--- src/rtl/xor32_generator.sv ---
// -----------------------------------------------------------------------------
// xor32_generator
//
// Purpose:
//   Sequential xorshift128 random-word source. A 128-bit seed is loaded and
//   each accepted transfer then yields SIZE consecutive 32-bit xorshift
//   outputs in parallel. The output side is a valid/ready stream.
//
// Ports:
//   iClk        clock, rising edge
//   iRst        synchronous reset, active low
//   iSeed       128-bit seed, word k = iSeed[k*32+:32], word 0 is the oldest
//   iSeedValid  one-cycle request to load iSeed
//   oSeedBusy   high while the generator is in FILL
//   oRandom     current block, word i = oRandom[i*32+:32]
//   oValid      oRandom holds a valid block
//   iReady      consumer accepts the block
//   oCount      blocks accepted since the last seed load (wraps)
// -----------------------------------------------------------------------------
module xor32_generator #(
    parameter int unsigned SIZE  = 8,             // words per block, >= 1
    parameter logic [31:0] SEED0 = 32'd123456789,
    parameter logic [31:0] SEED1 = 32'd362436069,
    parameter logic [31:0] SEED2 = 32'd521288629,
    parameter logic [31:0] SEED3 = 32'd88675123
) (
    input  logic                iClk,
    input  logic                iRst,
    input  logic [127:0]        iSeed,
    input  logic                iSeedValid,
    output logic                oSeedBusy,
    output logic [SIZE*32-1:0]  oRandom,
    output logic                oValid,
    input  logic                iReady,
    output logic [31:0]         oCount
);

    localparam int unsigned WIN_W = (SIZE + 32'd4) * 32'd32;
    localparam logic [127:0] DEFAULT_STATE = {SEED3, SEED2, SEED1, SEED0};

    typedef enum logic [1:0] {
        ST_IDLE = 2'd0,
        ST_FILL = 2'd1,
        ST_RUN  = 2'd2
    } fsm_t;

    // One xorshift128 step: oldest word x[k-4] and newest word x[k-1]
    // produce x[k]. All shifts are logical and truncated to 32 bits.
    function automatic logic [31:0] f_step(input logic [31:0] oldest,
                                           input logic [31:0] newest);
        logic [31:0] t;
        t = oldest ^ (oldest << 11);
        return newest ^ (newest >> 19) ^ t ^ (t >> 8);
    endfunction

    // Unrolled recurrence over the window x[0..SIZE+3]; x[0..3] is the state.
    function automatic logic [WIN_W-1:0] f_window(input logic [127:0] st);
        logic [31:0]      x [0:SIZE+3];
        logic [WIN_W-1:0] packed_win;
        for (int k = 0; k < 4; k++) begin
            x[k] = st[k*32 +: 32];
        end
        for (int k = 4; k < int'(SIZE) + 4; k++) begin
            x[k] = f_step(x[k-4], x[k-1]);
        end
        for (int k = 0; k < int'(SIZE) + 4; k++) begin
            packed_win[k*32 +: 32] = x[k];
        end
        return packed_win;
    endfunction

    fsm_t               r_fsm;
    logic [127:0]       r_state;
    logic [SIZE*32-1:0] r_random;
    logic               r_valid;
    logic               r_busy;
    logic [31:0]        r_count;

    logic [WIN_W-1:0]   w_window;
    logic [SIZE*32-1:0] w_block;
    logic [127:0]       w_next_state;
    logic [127:0]       w_seed_state;
    logic               w_transfer;

    assign w_window     = f_window(r_state);
    // Block word i is x[i+4]; the new state is the last four window words.
    assign w_block      = w_window[WIN_W-1 -: SIZE*32];
    assign w_next_state = w_window[WIN_W-1 -: 128];
    assign w_transfer   = r_valid & iReady;

    // Seed selection: an all-zero state never leaves zero, so substitute defaults.
    always_comb begin
        if (iSeed == 128'd0) begin
            w_seed_state = DEFAULT_STATE;
        end else begin
            w_seed_state = iSeed;
        end
    end

    // Control FSM with all outputs registered.
    always_ff @(posedge iClk) begin
        if (!iRst) begin
            r_fsm    <= ST_IDLE;
            r_state  <= DEFAULT_STATE;
            r_random <= '0;
            r_valid  <= 1'b0;
            r_busy   <= 1'b0;
            r_count  <= 32'd0;
        end else begin
            case (r_fsm)
                ST_IDLE: begin
                    r_valid <= 1'b0;
                    if (iSeedValid) begin
                        r_state <= w_seed_state;
                        r_count <= 32'd0;
                        r_busy  <= 1'b1;
                        r_fsm   <= ST_FILL;
                    end else begin
                        r_busy  <= 1'b0;
                    end
                end
                ST_FILL: begin
                    if (iSeedValid) begin
                        // A newer seed restarts FILL; the pending block is dropped.
                        r_state <= w_seed_state;
                        r_count <= 32'd0;
                        r_busy  <= 1'b1;
                        r_valid <= 1'b0;
                    end else begin
                        r_random <= w_block;
                        r_state  <= w_next_state;
                        r_valid  <= 1'b1;
                        r_busy   <= 1'b0;
                        r_fsm    <= ST_RUN;
                    end
                end
                ST_RUN: begin
                    if (iSeedValid) begin
                        // Seed beats a simultaneous transfer: count restarts at 0.
                        r_state <= w_seed_state;
                        r_count <= 32'd0;
                        r_valid <= 1'b0;
                        r_busy  <= 1'b1;
                        r_fsm   <= ST_FILL;
                    end else if (w_transfer) begin
                        r_random <= w_block;
                        r_state  <= w_next_state;
                        r_count  <= r_count + 32'd1;
                    end else begin
                        r_random <= r_random;
                    end
                end
                default: begin
                    r_fsm   <= ST_IDLE;
                    r_valid <= 1'b0;
                    r_busy  <= 1'b0;
                end
            endcase
        end
    end

    assign oRandom   = r_random;
    assign oValid    = r_valid;
    assign oSeedBusy = r_busy;
    assign oCount    = r_count;

endmodule
--- config.mk ---
export PLATFORM = sky130hd
export DESIGN_NAME = xor32_generator
export DESIGN_NICKNAME = d
export VERILOG_FILES = /design/src/rtl/xor32_generator.sv
export SDC_FILE = /design/constraint.sdc
export NUM_CORES = 1
export LEC_CHECK = 0
export CORE_MARGIN = 2
export CORE_UTILIZATION = 40
export CTS_CLUSTER_SIZE = 24
export DETAILED_ROUTE_END_ITERATION = 12
export PLACE_DENSITY_LB_ADDON = 0.3
export SKIP_CTS_REPAIR_TIMING = 1
export SYNTH_ARGS = -nofsm -noshare
export SYNTH_HDL_FRONTEND = slang
export SYNTH_SLANG_ARGS = --single-unit
--- constraint.sdc ---
create_clock -name iClk -period 4.4 [get_ports iClk]
set_input_delay 1.32 -clock iClk [delete_from_list [all_inputs] [get_ports iClk]]
set_output_delay 1.32 -clock iClk [all_outputs]
set_load 0.02 [all_outputs]
==> results_dict.tcl <==
set metrics [dict create \
    run_status "complete, no violations" \
    synth_top_family_by_area "XOR/XNOR gates" \
    path_class "register to register" \
    yosysWarnings 0 \
    synth_cell_types 48 \
    die_w_um 251 \
    avgRoutedWirePerCell_um 28.1 \
    syn_nets 2855 \
    grt_pass1_wl_um 161000 \
    startpoint_type "register" \
    fillers 5473 \
    root_buffer "clkbuf_16" \
    grt_max_degree 116 \
    drtAntennaViolNets 0 \
    netlist_area_um2 24400 \
    hpwlAfterDp_um 92400 \
    areaGrowthSynthToFinish_pct 34.7 \
    start_util 0.404 \
    regToRegSetupSlack_ns 0.15 \
    clkLatencyLatePin_ns 0.61 \
    synth_top_area_cell "dfxtp_1" \
    slew_viol_final 0 \
    antenna_cells 0 \
    critPathMaxFanout 7 \
    cts_tree "done" \
    die_area_um2 62900 \
    grt_pass1_vias 22239 \
    fin_cells 4085 \
    path_clk_slew_ns 0.07 \
    rsz0062_at_grt "false" \
    fin_tns_setup_ns 0 \
    synth_flop_cell "dfxtp_1" \
    setup_viol 0 \
    grt_antenna_before_repair 1 \
    h-tree-depth 2 \
    cap_violations 0 \
    crit_path_end "r_state[104]" \
    fin_crit_ns 4.25 \
    synth_mux_area_frac 0 \
    drt-pass1-iter-count 8 \
    layout-drive-gt1-share 0.114 \
    utilization 0.545 \
    synth_seq_area_share 0.345 \
    most-common-layout-cells "512 x nand2_1, 440 x xnor2_1, 420 x clkdlybuf4s50_1, 420 x dfxtp_1, 276 x a21oi_1" \
    period_share 0.966 \
    synth_edf_count 0 \
    cp.arrival_ns 4.74 \
    startpoint "r_state[16]" \
    first_iter_violations 2995 \
    regToRegEndpoint "r_state[104]" \
    fmax_mhz 235 \
    skew_ns 0.0197 \
    synth_top_area_share 0.345 \
    hold_ws_ns 0.453 \
    dp_cells 3995 \
    clock_sinks 420 \
    synth_compound_area_frac 0.118 \
    grt_use_total 0.355 \
    synth_xor_area_frac 0.356 \
    pin_count 422 \
    core_um2 60200 \
    drc_errors 0 \
    yosys.area_share.simple 0.148 \
    vias 23338 \
    tightest_slew_ns 1.04 \
    synth_adder_area_share 0.00257 \
    end_kind "register" \
    hp-class "register to register" \
    io_buffers 421 \
    rows 90 \
    layout_commonest_cell "nand2_1" \
    synthArstFlopShare 0 \
    synthTopCellsByArea "dfxtp_1 35%, xnor2_1 16%, xnor3_1 10%" \
    r2r_cells 10 \
    gp_congestion 1.04 \
    wirelength_um 115000 \
    grt_overflow 0 \
    fin_nets 3401 \
    crit_required_ns 4.89 \
    die_h_um 251 \
    hold_viol 0 \
    avgSynthCellArea_um2 8.97 \
    ctsLongestPathBuffers 3 \
    min-delay-start "oRandom[157]" \
    ys_ff_latch 420 \
    r2r_start "r_state[16]" \
    syn_inst 2718 \
    cts_buffers 49 \
    whs_path_depth 2 \
    vias_per_cell 5.71 \
    max_slew_margin 0.299 \
]
critical path, stage by stage (launching register included):
cell and delay [ns]:
dfxtp_1 0.46, xor2_1 0.38, xor3_1 0.64, xnor2_1 0.32
xnor3_1 0.49, xnor3_1 0.41, xnor2_1 0.16, buf_4 0.17
xnor2_1 0.62, a21oi_1 0.17, a211o_1 0.30
flip-flops by register name (all words and copies together) (netlist names):
register,count
oCount,32
oRandom,256
oSeedBusy,1
oValid,1
r_fsm,2
r_state,128
synth_stat cells (12+ instances only):
cell type,count
nand2_1,514
xnor2_1,441
dfxtp_1,420
a21oi_1,277
nor2_1,209
clkbuf_1,165
xor2_1,136
xnor3_1,111
nand3_1,64
o21ai_0,53
o221ai_1,42
a211oi_1,40
nor4_1,32
xor3_1,30
a311oi_1,29
o211ai_1,21
nand4_1,19
buf_1,14
nor3_1,12
per-stage QoR:
stage                     instance area, um^2  setup slack, ns
after CTS                               32800            0.278
after detailed placement                31100            0.138
after floorplan                         24400            0.782
final                                   32800            0.150
after global placement                  31100            0.113
after global routing                    32800           0.0591
kinds of logic after synthesis:
| family | count (synthesis) |
|---|---|
| and+or+nand+nor | 879 |
| AOI/OAI and AO/OA | 481 |
| buffers and inverters | 195 |
| DFF | 420 |
| xor gates and xnor gates | 738 |
| adders and majority gates | 5 |
routing by layer:
metal	share of wire	GRT usage	up-vias
met5	0	0	-
met4	0.065	0.193	0
met3	0.094	0.0655	260
met2	0.43	0.544	1428
met1	0.41	0.474	11385
li1	-	-	10265
area by class of cell:
type	instances	area [um^2]	area share
Multi-Input combinational cell	2103	15300	0.466
Sequential cell	420	8410	0.256
Timing Repair Buffer	680	6420	0.196
Clock buffer	68	1440	0.0439
Tap cell	782	978	0.0298
Clock inverter	22	243	0.00740
Inverter	10	45.0	0.00137
worst min path at each step:
| stage | to | slack (ns) |
|---|---|---|
| 6_report | oRandom[157] | 0.45 |
| 5_1_grt | oRandom[116] | 0.48 |
| 4_1_cts | oRandom[157] | 0.46 |
| 3_5_place_dp | oRandom[157] | 0.45 |
| 3_3_place_gp | oRandom[172] | 0.45 |
| 2_1_floorplan | r_state[56] | 0.46 |
Power is not shown: default switching activity piles up to over one toggle a cycle in this logic, so the estimate is an artifact.
